**src/rtl/dvi_video_timing_if.sv**
```systemverilog
// Pixel request / video output bundle between the raster timing
// generator (master) and the pixel source plus DVI transmitter (slave).
interface dvi_video_timing_if;
    logic        req_valid;
    logic [10:0] req_x;
    logic [10:0] req_y;
    logic        frame_start;
    logic [23:0] pix_in;
    logic [23:0] rgb_out;
    logic        de_out;
    logic        hsync_out;
    logic        vsync_out;

    modport master (
        output req_valid, req_x, req_y, frame_start,
        output rgb_out, de_out, hsync_out, vsync_out,
        input  pix_in
    );

    modport slave (
        input  req_valid, req_x, req_y, frame_start,
        input  rgb_out, de_out, hsync_out, vsync_out,
        output pix_in
    );
endinterface

```
**src/rtl/dvi_video_timing.sv**
```systemverilog
// Raster timing generator and pixel aligner. Waits for the transmitter to
// be configured, then runs whole frames; requests pixels from a fixed
// latency source and re-aligns DE/syncs with the returned RGB data.
module dvi_video_timing #(
    parameter int H_ACTIVE = 640,
    parameter int H_FP     = 16,
    parameter int H_SYNC   = 96,
    parameter int H_BP     = 48,
    parameter int V_ACTIVE = 480,
    parameter int V_FP     = 10,
    parameter int V_SYNC   = 2,
    parameter int V_BP     = 33,
    parameter bit HS_POL   = 1'b0,
    parameter bit VS_POL   = 1'b0,
    parameter int PIX_LAT  = 2
) (
    input  logic               clk,
    input  logic               reset,
    input  logic               init_done,
    output logic               running,
    dvi_video_timing_if.master vif
);
    localparam int STAGES = PIX_LAT + 1;

    localparam logic [10:0] H_TOTAL = 11'(H_ACTIVE + H_FP + H_SYNC + H_BP);
    localparam logic [10:0] V_TOTAL = 11'(V_ACTIVE + V_FP + V_SYNC + V_BP);
    localparam logic [10:0] H_ACT   = 11'(H_ACTIVE);
    localparam logic [10:0] V_ACT   = 11'(V_ACTIVE);
    localparam logic [10:0] HS_BEG  = 11'(H_ACTIVE + H_FP);
    localparam logic [10:0] HS_END  = 11'(H_ACTIVE + H_FP + H_SYNC);
    localparam logic [10:0] VS_BEG  = 11'(V_ACTIVE + V_FP);
    localparam logic [10:0] VS_END  = 11'(V_ACTIVE + V_FP + V_SYNC);

    typedef enum logic {IDLE, RUN} state_t;

    typedef struct packed {
        logic act;
        logic hs;
        logic vs;
    } tap_t;

    state_t              state, state_nxt;
    logic [10:0]         h_cnt, v_cnt, h_nxt, v_nxt;
    logic                h_end, v_end;
    tap_t                raw;
    tap_t [STAGES:1]     vld_pipe;
    logic [23:0]         rgb_q;

    assign h_end = (h_cnt == H_TOTAL - 11'd1);
    assign v_end = (v_cnt == V_TOTAL - 11'd1);

    // State and raster counters
    always_ff @(posedge clk) begin
        if (reset) begin
            state <= IDLE;
            h_cnt <= '0;
            v_cnt <= '0;
        end else begin
            state <= state_nxt;
            h_cnt <= h_nxt;
            v_cnt <= v_nxt;
        end
    end

    // Next state: leave RUN only at the last clock of a frame, so a frame
    // is never cut short; counters sit at zero outside RUN.
    always_comb begin
        state_nxt = state;
        h_nxt     = '0;
        v_nxt     = '0;
        case (state)
            IDLE: begin
                if (init_done) state_nxt = RUN;
            end
            RUN: begin
                h_nxt = h_end ? '0 : h_cnt + 11'd1;
                v_nxt = h_end ? (v_end ? '0 : v_cnt + 11'd1) : v_cnt;
                if (h_end && v_end && !init_done) state_nxt = IDLE;
            end
            default: state_nxt = IDLE;
        endcase
    end

    // Raw active/sync flags evaluated at the counter position
    always_comb begin
        raw = '0;
        if (state == RUN) begin
            raw.act = (h_cnt < H_ACT) && (v_cnt < V_ACT);
            raw.hs  = (h_cnt >= HS_BEG) && (h_cnt < HS_END);
            raw.vs  = (v_cnt >= VS_BEG) && (v_cnt < VS_END);
        end
    end

    assign running         = (state == RUN);
    assign vif.req_valid   = raw.act;
    assign vif.req_x       = raw.act ? h_cnt : '0;
    assign vif.req_y       = raw.act ? v_cnt : '0;
    assign vif.frame_start = (state == RUN) && (h_cnt == '0) && (v_cnt == '0);

    // Delay line matching the pixel source latency plus the RGB register;
    // it keeps shifting in IDLE so the tail of the last frame drains out.
    always_ff @(posedge clk) begin
        if (reset) vld_pipe <= '0;
        else       vld_pipe <= {vld_pipe[STAGES-1:1], raw};
    end

    // Capture the source pixel when the matching request arrives back
    always_ff @(posedge clk) begin
        if (reset)                     rgb_q <= '0;
        else if (vld_pipe[PIX_LAT].act) rgb_q <= vif.pix_in;
        else                           rgb_q <= '0;
    end

    assign vif.rgb_out   = rgb_q;
    assign vif.de_out    = vld_pipe[STAGES].act;
    assign vif.hsync_out = vld_pipe[STAGES].hs ? HS_POL : ~HS_POL;
    assign vif.vsync_out = vld_pipe[STAGES].vs ? VS_POL : ~VS_POL;
endmodule

```
**src/flat_wrapper.sv**
```systemverilog
// flat-port wrapper written by rule: the top's interface ports become plain ports
module dvi_video_timing_flat 
#(
    parameter int H_ACTIVE = 640,
    parameter int H_FP     = 16,
    parameter int H_SYNC   = 96,
    parameter int H_BP     = 48,
    parameter int V_ACTIVE = 480,
    parameter int V_FP     = 10,
    parameter int V_SYNC   = 2,
    parameter int V_BP     = 33,
    parameter bit HS_POL   = 1'b0,
    parameter bit VS_POL   = 1'b0,
    parameter int PIX_LAT  = 2
)
  (clk, reset, init_done, running, vif_req_valid, vif_req_x, vif_req_y, vif_frame_start, vif_rgb_out, vif_de_out, vif_hsync_out, vif_vsync_out, vif_pix_in);
  dvi_video_timing_if vif_i ();
  input  logic clk;
  input  logic reset;
  input  logic init_done;
  output logic running;
  output wire logic [$bits(vif_i.req_valid)-1:0] vif_req_valid;
  output wire logic [$bits(vif_i.req_x)-1:0] vif_req_x;
  output wire logic [$bits(vif_i.req_y)-1:0] vif_req_y;
  output wire logic [$bits(vif_i.frame_start)-1:0] vif_frame_start;
  output wire logic [$bits(vif_i.rgb_out)-1:0] vif_rgb_out;
  output wire logic [$bits(vif_i.de_out)-1:0] vif_de_out;
  output wire logic [$bits(vif_i.hsync_out)-1:0] vif_hsync_out;
  output wire logic [$bits(vif_i.vsync_out)-1:0] vif_vsync_out;
  input wire logic [$bits(vif_i.pix_in)-1:0] vif_pix_in;
  assign vif_req_valid = vif_i.req_valid;
  assign vif_req_x = vif_i.req_x;
  assign vif_req_y = vif_i.req_y;
  assign vif_frame_start = vif_i.frame_start;
  assign vif_rgb_out = vif_i.rgb_out;
  assign vif_de_out = vif_i.de_out;
  assign vif_hsync_out = vif_i.hsync_out;
  assign vif_vsync_out = vif_i.vsync_out;
  assign vif_i.pix_in = vif_pix_in;
  dvi_video_timing #(.H_ACTIVE(H_ACTIVE), .H_FP(H_FP), .H_SYNC(H_SYNC), .H_BP(H_BP), .V_ACTIVE(V_ACTIVE), .V_FP(V_FP), .V_SYNC(V_SYNC), .V_BP(V_BP), .HS_POL(HS_POL), .VS_POL(VS_POL), .PIX_LAT(PIX_LAT)) u_core (.clk(clk), .reset(reset), .init_done(init_done), .running(running), .vif(vif_i));
endmodule
```
**config.mk**
```make
export PLATFORM = sky130hd
export DESIGN_NAME = dvi_video_timing_flat
export DESIGN_NICKNAME = d
export VERILOG_FILES = /design/src/rtl/dvi_video_timing_if.sv /design/src/rtl/dvi_video_timing.sv /design/src/flat_wrapper.sv
export SDC_FILE = /design/constraint.sdc
export NUM_CORES = 1
export LEC_CHECK = 0
export ABC_AREA = 1
export ABC_CLOCK_PERIOD_IN_PS = 1330
export BUFFER_PORTS_ARGS = -buffer_cell sky130_fd_sc_hd__buf_2
export CORE_UTILIZATION = 45
export CTS_CLUSTER_SIZE = 30
export DETAILED_ROUTE_END_ITERATION = 16
export PLACE_DENSITY = 0.75
export SKIP_LAST_GASP = 1
export SLEW_MARGIN = 20
export SYNTH_ARGS = -nofsm -noshare
export SYNTH_HDL_FRONTEND = slang
export SYNTH_SLANG_ARGS = --single-unit
```
**constraint.sdc**
```tcl
create_clock -name clk -period 1.33 [get_ports clk]
set_input_delay 0.133 -clock clk [delete_from_list [all_inputs] [get_ports clk]]
set_output_delay 0.133 -clock clk [all_outputs]
set_load 0.02 [all_outputs]
```
* After elaboration in Yosys (flattened, before gate mapping)
Cells that the tools add are included.
** Word-level totals
- Register bits :: 56
- Input bits :: 27
- Word-level logic and storage cells :: 47
** Cells by class
- $add $sub $neg :: 2
- Magnitude comparators :: 6
- Eq/ne operators :: 2
- Multiplexer cells :: 9
- Bitwise gates (word level) :: 2
- Reduce and logical (&&, ||, !) cells :: 13
** Operators by type and width (count)
- 11-bit two-way mux :: 3
- 11-bit by 1-bit adder with 11-bit output, second input constant :: 2
- 11-bit by 10-bit equality test with 1-bit output, second input constant :: 2
- 11-bit logical NOT :: 2
- 11-bit by 10-bit < comparator with 1-bit output, second input constant :: 2
- 11-bit by 9-bit < comparator with 1-bit output, second input constant :: 2
- 11-bit by 10-bit >= comparator with 1-bit output, second input constant :: 1
- 11-bit by 9-bit >= comparator with 1-bit output, second input constant :: 1
- 1-bit logical AND :: 7
- 1-bit two-way mux :: 4
- 2-bit OR reduction :: 2
- 3-bit two-way mux :: 1
- 3-bit OR reduction :: 1
- 1-bit inverter :: 2
- 1-bit one-hot mux with 2 select lines :: 1
- 1-bit logical NOT :: 1

* Logic depth before layout (Yosys ltp)
Gate-level depths: netlist (run 1).
- Depth in word-level cells :: 5
- Mapped depth :: 9

* Worst setup path before layout (run 1)
Ideal clock, no wire load.
- Kind :: flip-flop to output port
- Start point :: register u_core.state (netlist: u_core.running)
- End point :: output vif_req_x[1]
- Arrival time :: 1161 ps
- Setup slack :: 36 ps
- Cell stages (with the launch flop) :: 6
- Buffers on the path :: 1
- Path through :: dfxtp_1 > nand3_1 > inv_1 > nand3_1 > buf_2 > nor2_1
** Between the ends
- Longest elaborated chain between the ends :: 2
** RTL lines
- start, declared :: line dvi_video_timing.sv:42 : state_t state, state_nxt;
- start signal, assigned :: line dvi_video_timing.sv:59 : state <= state_nxt;
- 3-bit two-way mux :: line dvi_video_timing.sv:87 : if (state == RUN) begin
- 11-bit two-way mux :: line dvi_video_timing.sv:96 : assign vif.req_x = raw.act ? h_cnt : '0;
- end, declared :: line flat_wrapper.sv:23 : output wire logic [$bits(vif_i.req_x)-1:0] vif_req_x;
No other way between the ends.

* Worst setup path after layout (run 1)
- Start point :: register u_core.v_cnt[9]
- End point :: output vif_req_x[1]
** Between the ends
- Longest elaborated chain between the ends :: 4
** RTL lines
- start, declared :: line dvi_video_timing.sv:43 : logic [10:0] h_cnt, v_cnt, h_nxt, v_nxt;
- start signal, assigned :: line dvi_video_timing.sv:61 : v_cnt <= v_nxt;
- 11-bit by 9-bit < comparator with 1-bit output :: line dvi_video_timing.sv:88 : raw.act = (h_cnt < H_ACT) && (v_cnt < V_ACT);
- 1-bit logical AND :: line dvi_video_timing.sv:88
- 3-bit two-way mux :: line dvi_video_timing.sv:87
- 11-bit two-way mux :: line dvi_video_timing.sv:96
No other way between the ends.

==> results.txt, run 1 <==
The flow ran to the end, but the final reports show violations. The checks that failed: negative setup slack. The area of the mapped netlist was 2456 um2; the number of primary I/O pins was 79. The routed design could run at a clock period as short as 1.694 ns. The per-instance average area after synthesis was 6.938 um2; the total core area was 5172 um2. For this run, design rule violations remaining after detail routing come to 0.

The library cell occupying the most area in the post-synthesis netlist is dfxtp_1. The cell at the root of the clock tree is clkbuf_8. The initial core utilization was 47.48%; the max-cap violation count was 0. For the number of instances in the synthesized netlist, the log shows 354. The most numerous cell in the Yosys netlist is nor2_1. Number of input and output port buffers inserted: 75. The share of synthesized area in the top cell type comes to 45.64%. The tools report the number of detailed-route iterations in the first pass as 5.

The clock arrives with 0.01858 ns of skew. Count of distinct cell types in the synthesized netlist: 26. STA classifies the critical path startpoint as a register.

The tools report the maximum clock insertion buffer count as 2. For the peak supply drop, the log shows 0.5636 mV. At the end of routability-driven placement, the weighted congestion stood at 0.8934. The post-synthesis to final-layout area growth was 59.96%; the die outline area was 5758 um2. In the final layout, the share of cells above drive strength 1 is 47.91%.

The run gives 26 as the number of core rows. The floorplan die height is 75.88 um. The detail route stage leaves a number of antenna-violating nets equal to 0. Before CTS, the worst setup slack after placement is -0.1068 ns. The average routed wire per standard cell came out at 14.46 um. TritonCTS built the clock tree. The slowest stage of the critical path belongs to the cell dfxtp_2.

Sorting the synthesized cells by area gives the leading types as dfxtp_1, nor2_1, inv_1, nand2_1, nand3_1. The violation count after the first detailed-routing iteration was 131; the share of synthesized area occupied by flip-flops and latches was 45.64%. Across every metal layer, demand over resource in global routing totals 24.11%. Entering global routing, the biggest net connects 26 pins.

Setup violations remaining at the end of the flow were counted as 40. Walking the worst path, the cells encountered are nor2_4 > nand3_2 > inv_2 > nand3_4 > buf_16 > nor2_2 > buf_4. The total number of H-tree levels was 2. Type of the most critical hold path: primary input to register.

For this run, asynchronously set or reset flops after synthesis account for 0%. The run gives 0 as the initial antenna violation count. The die boundary width is 75.88 um. Yosys mapped a number of flops with a built-in enable equal to 0. The clock drives 56 sinks. For the number of hold violations in the final report, the log shows 0. Across all hold checks on the routed design, the worst slack comes to 0.03469 ns. The logs give 1.921 nW for the reported leakage power and 0.5903 GHz for the peak clock frequency supported by timing. The final layout contains routed wiring with a total length of 7922 um.

Buffers inserted during clock tree synthesis total 5. The setup path with the least slack is of type register to primary output. The fraction of the cycle the final worst path needs is 127.4%, and the wire length of the first global-routing pass is 10270 um. For the worst setup path, the data arrival time is 1.56 ns. The run gives 0 as the antenna cell count. Setup repair after global routing could not meet its margin everywhere.

The critical path data required time was 1.20 ns; the final-report max-slew violation count was 0. Ranked by instance count, the synthesized netlist is headed by nor2_1, inv_1, nand2_1. Counting both buffers and inverters, the worst setup path holds a total of 3. The tools report the count of vias placed by the detailed router as 2715. Total power density per cell area: 885.9 nW/um2.

In this design, the stage delay of the slowest critical-path cell is 0.35 ns. The flop and latch count out of synthesis works out to 56. The endpoint kind of the worst setup timing path was a primary output.

The run gives 2421 as the via count of the first global-routing pass. The largest fanout of any net on the critical path was 8. Broken down by cell family, the worst path's largest delay share belongs to simple AND/OR/NAND/NOR gates. Summed over all layers, the global routing overflow is 0. The final setup slack of the worst path was -0.3641 ns; the number of synthesis warnings was 0. The leading register cell type out of synthesis is dfxtp_1.

The ratio of routed vias to standard cells is 4.954, and the total power draw is 3.480 mW. The HPWL after detailed placement is 4361 um. At the end of the flow, the number of nets in the layout was 509. The later pin in the worst-skew pair is clocked with a latency of 0.31 ns. After clock tree synthesis, the clock-pin slew on the worst setup and hold paths is 0.10 ns.
cells in the final DEF, fill, tap and decap left out, types with 2 or more instances in the layout:
master / instances
dfxtp_1: 38
nand3_1: 23
nor2_2: 7
ha_4: 2
a21oi_1: 5
buf_2: 54
nor2_4: 27
nand2_2: 6
nand4_1: 4
buf_12: 2
nand3_4: 3
inv_2: 11
conb_1: 3
nand2_1: 55
buf_4: 44
clkbuf_8: 5
nor2_1: 57
buf_6: 24
nand3_2: 5
nor3_1: 3
nor3_2: 3
dfxtp_2: 17
a21oi_2: 4
inv_1: 56
nand2_4: 5
bufinv_16: 2
worst reg2reg max path, cell delays in order, from the launching register on:
cell and delay (ns):
dfxtp_2 0.36, buf_6 0.11, ha_4 0.14, nand3_4 0.10
buf_4 0.17, nor2_2 0.12, xor2_1 0.23, nor2_1 0.10
worst paths after layout:
kind / start / cells after the start / slack [ns] / endpoint
max: u_core.v_cnt[9] / 7 / -0.36 / vif_req_x[1]
min: vif_pix_in[7] / 3 / 0.03 / u_core.vif.rgb_out[7]
max reg2reg: u_core.h_cnt[1] / 7 / -0.12 / u_core.h_cnt[6]
min reg2reg: u_core.vld_pipe[4] / 2 / 0.41 / u_core.vld_pipe[7]
power breakdown:
part           internal [mW]  switching (mW)
registers               1.71          0.0168
logic                  0.202           0.280
clock network          0.741           0.532
total                   2.65           0.828
kinds of logic after synthesis:
logic type               synth area share, %
flip-flops                             45.64
adder cells (fa/ha/maj)                2.038
XOR/XNOR                              0.7133
AND/OR/NAND/NOR                        35.40
other                                 0.1527
buffers and inverters                  13.65
AO/OA/AOI/OAI                          2.394
what timing repair did:
| item | in CTS | in global routing |
|---|---|---|
| gates cloned | 2 | 0 |
| buffers inserted | 12 | 5 |
| endpoints found under the hold margin | 0 | 0 |
| setup endpoints to repair | 39 | 44 |
| pin swaps | 18 | 16 |
| hold buffers | 0 | 0 |
| resized for setup | 119 | 49 |
per-stage QoR:
step	utilization (%)	cell area, um2	instances	TNS, ns
6_report	75.96	3929	548	-7.893
5_1_grt	75.96	3929	548	-10.80
4_1_cts	72.11	3730	545	-6.458
3_5_place_dp	60.28	3118	525	-1.733
3_3_place_gp	60.28	3118	525	-0.1993
2_1_floorplan	-	2464	356	0
per-layer routing:
| metal | routed length, um | track usage (%) | vias up |
|---|---|---|---|
| met4 | 342 | 13.17 | 0 |
| met5 | 0 | 0 | - |
| met2 | 3915 | 44.74 | 168 |
| li1 | - | - | 1299 |
| met3 | 682 | 5.820 | 35 |
| met1 | 2982 | 24.74 | 1213 |
area by class of cell:
type                    instances  area, um2
flip-flops and latches         56       1146
fillers                       327       1244
well taps                      70      87.58
repair buffers                125      938.4
inverters                      69      266.5
clock buffers                   5      68.82
multi-input cells             221       1361
clock inverters                 2      60.06
registers in the layout (all words and copies together), names as in the netlist:
| name | flops |
|---|---|
| u_core.h_cnt | 11 |
| u_core.running | 1 |
| u_core.v_cnt | 11 |
| u_core.vif.de_out | 1 |
| u_core.vif.rgb_out | 24 |
| u_core.vld_pipe | 8 |
Power figures use the tool's default switching activity.
==> inputs of run 2 (changes only) <==
--- a/config.mk
+++ b/config.mk
@@ -6,13 +6,12 @@
 export NUM_CORES = 1
 export LEC_CHECK = 0
 export ABC_AREA = 1
-export ABC_CLOCK_PERIOD_IN_PS = 1330
+export ABC_CLOCK_PERIOD_IN_PS = 2150
 export BUFFER_PORTS_ARGS = -buffer_cell sky130_fd_sc_hd__buf_2
-export CORE_UTILIZATION = 45
+export CORE_UTILIZATION = 54
 export CTS_CLUSTER_SIZE = 30
 export DETAILED_ROUTE_END_ITERATION = 16
-export PLACE_DENSITY = 0.75
-export SKIP_LAST_GASP = 1
+export PLACE_DENSITY = 0.84
 export SLEW_MARGIN = 20
 export SYNTH_ARGS = -nofsm -noshare
 export SYNTH_HDL_FRONTEND = slang
==> constraint.sdc (replaced) <==
create_clock -name clk -period 2.15 [get_ports clk]
set_input_delay 0.215 -clock clk [delete_from_list [all_inputs] [get_ports clk]]
set_output_delay 0.215 -clock clk [all_outputs]
set_load 0.02 [all_outputs]
==> run 2 against run 1 <==
Net effect: the run now ends clean; non-clock buffer count down 48; sequential share of layout area up 9.0 points; register-to-register slack better by 0.60 ns; first-iteration DRC count down 25%; die area down 16%; design area down 25%; via count down 11%; clock-buffer cell count up 1; cell count down 12%; setup slack better by 0.49 ns; clock power down 54%; critical path depth up 1; highest routed layer unchanged.
==> results.txt, run 2 (same netlist as run 1, synthesis figures left out) <==
Final setup slack of the worst path: 0.1218 ns (+0.4858 ns). The ratio of routed vias to standard cells was 4.994 (+0.80%); the peak supply drop was 0.4453 mV (-21%). At the pin with the least slew margin, the transition time is 0.7544 ns. The number of primary I/O pins was 79 (unchanged); the number of detailed-route iterations in the first pass was 4 (-1).

The violation count after the first detailed-routing iteration was 98 (-25%); the number of buffers created by CTS was 5 (unchanged). The net switching component of the power is 0.4794 mW (-42%). The cell sitting at the root of the clock tree is a clkbuf_8. The signal on the critical path passes through inv_1 > nand2_1 > inv_1 > o21ai_0 > nand3_1 > buf_6 > nor2_1 > buf_2. The maximum number of pins on one net before global-route repair is 26 (unchanged), and the total global routing track utilization is 23.15% (-0.96 points). The worst endpoint data arrival time is 1.81 ns (+0.25 ns), and the number of flip-flops in the largest register is 24 (unchanged). The share of power burned in combinational logic is 10.0% (-3.9 points), and the antenna cell count is 0 (unchanged). The HPWL after detailed placement was 4120 um (-5.5%).

Final cell utilization of the core: 67.41% (-8.5 points). The type of the most critical hold path is primary input to register. The peak clock frequency supported by timing was 0.4930 GHz; the floorplan die height was 69.44 um (-8.5%). The number of hold violations in the final report was 0 (unchanged); the number of input and output port buffers inserted was 75 (unchanged).

The wire length of the first global-routing pass was 9101 um (-11%); the switching fraction of total power was 26.15% (+2.3 points). TritonCTS built the clock tree. The number of clock sinks came out at 56 (unchanged).

The fraction of the cycle the final worst path needs works out to 94.34%. The run gives 0 (unchanged) as the max-cap violation count. The post-detailed-route DRC marker count is 0 (unchanged). The final design area excluding fillers came out at 2935 um2 (-25%). For the count of vias placed by the detailed router, the log shows 2412 (-11%). The run gives 4354 um2 (-16%) as the total core area.

The run gives 1.571 nW (-18%) as the reported leakage power. For the number of buffers inserted by post-CTS setup repair, the log shows 0 (-12). Element type at the critical path start: a register. The largest fanout of any net on the critical path was 16 (+8); the internal power consumption was 1.354 mW (-49%).

The final-report max-slew violation count was 0 (unchanged); the register-to-register setup slack was 0.48 ns (+0.60 ns). The tools report the critical path data required time as 1.93 ns (+0.73 ns). In the layout the commonest cells are nor2_1, buf_2, inv_1. The logs give 4822 um2 (-16%) for the die outline area and 0.1034 ns (+0.06872 ns) for the worst-case hold slack. For the finished layout, the period the worst path requires is 2.028 ns.

The library cell used most frequently in the layout, excluding fill and tap cells, is nor2_1. The net count of the finished layout came out at 461 (-9.4%). The critical path is of the register to primary output type. The master of the slowest instance on the critical path is dfxtp_1. Total power density per cell area: 624.5 nW/um2 (-30%). Headroom to the max-slew limit came out at 49.58%.

By instance count, the cell type seen most on the critical path is inv_1. The average routed wire per standard cell works out to 11.52 um (-20%). The final wirelength is 5562 um (-30%), and the total of endpoints with negative setup slack in the final report is 0 (-100%). The run gives 0.9235 (+3.4%) as the weighted congestion reported at the end of routability-driven placement. The initial antenna violation count was 0 (unchanged); the filler cell count in the final layout was 390 (+19%). Worst setup timing slack at the placement stage: 0.5004 ns (+0.6072 ns). The portion of total power attributed to the clock network is 31.8% (-4.8 points).

For the number of nets with antenna violations after routing, the log shows 0 (unchanged). For the final worst clock skew, the log shows 0.008025 ns (-0.01055 ns). The run finished with clean final reports.

Maximum clock insertion buffer count: 2 (unchanged). The largest stage delay on the critical path works out to 0.37 ns (+0.02 ns). The die boundary width was 69.44 um (-8.5%). For the later-pin clock latency in the skew report, the log shows 0.31 ns (about the same).

The fraction of power consumed by sequential logic is 58.3% (+8.7 points), and the setup TNS after final layout is 0 ns (+7.893 ns). The post-synthesis to final-layout area growth was 19.51%; the fraction of final layout cells sized beyond drive strength 1 was 22.97% (-25 points). The remaining global-route overflow came out at 0 (unchanged). The number of non-filler instances in the completed layout is 483 (-12%). The via count of the first global-routing pass came out at 2092 (-14%). The clock edge transition at the registers on the reported setup and hold paths works out to 0.10 ns (about the same). The total of hold buffers inserted after clock tree synthesis is 0 (unchanged), and the number of placed instances, taps included is 475 (-9.5%). The number of core rows came out at 24 (-7.7%). The worst setup path is captured at a primary output. Total number of H-tree levels: 2 (unchanged). The total power draw came out at 1.833 mW (-47%).

The run gives 2843 um2 (-8.8%) as the placement-stage cell area. Initial core utilization: 56.41% (+8.9 points).
==> run 2: cell types whose count changed in the layout (fill, tap and decap cells not counted), moves of 9 or more <==
| cell | change |
|---|---|
| buf_6 | -23 |
| nor2_4 | -24 |
| dfxtp_2 | -17 |
| inv_1 | +9 |
| nor2_1 | +30 |
| buf_2 | +21 |
| buf_4 | -43 |
| dfxtp_1 | +18 |
==> run 2: repair_timing <==
action / 4_1_cts / 5_1_grt
endpoints found under the setup margin: 0 / 8
gates resized for setup: 0 / 1
hold endpoints to repair: 0 / 0
==> run 2: critical path, delay by kind of cell (launching register included) <==
family / cells / cell delay, ns
AND/OR/NAND/NOR: 3 / 0.46
buffers and inverters: 4 / 0.58
AO/OA/AOI/OAI: 1 / 0.09
flip-flops: 1 / 0.37
==> run 2: routing by layer <==
layer  GRT usage, %  part of all wire, %
met5              0                    0
met4          9.751                  1.2
met3          5.087                  8.0
met2          38.73                   47
met1          28.72                   44
==> run 2: final cells by class <==
class | instances | area [um2] | share of cell area, %
Tap cell | 52 | 65.06 | 2.217
Inverter | 69 | 259.0 | 8.824
Multi-Input combinational cell | 221 | 1007 | 34.31
Sequential cell | 56 | 1121 | 38.19
Clock buffer | 6 | 72.57 | 2.472
Clock inverter | 2 | 16.27 | 0.5541
Timing Repair Buffer | 77 | 394.1 | 13.43
==> run 2: path summary, 6_finish.rpt <==
check	from	endpoint	cells after the start
max	u_core.h_cnt[10]	vif_req_x[4]	8
min	init_done	u_core.running	3
max reg2reg	u_core.h_cnt[0]	u_core.running	8
min reg2reg	u_core.vld_pipe[3]	u_core.vld_pipe[6]	2
==> run 2: power by group through the flow <==
stage	Combinational, mW	Clock, mW	Sequential [mW]
floorplan	0.0995	0	1.11
global placement	0.176	0	1.09
detailed placement	0.181	0	1.09
CTS	0.182	0.596	1.07
global route	0.203	0.628	1.07
finish	0.183	0.583	1.07
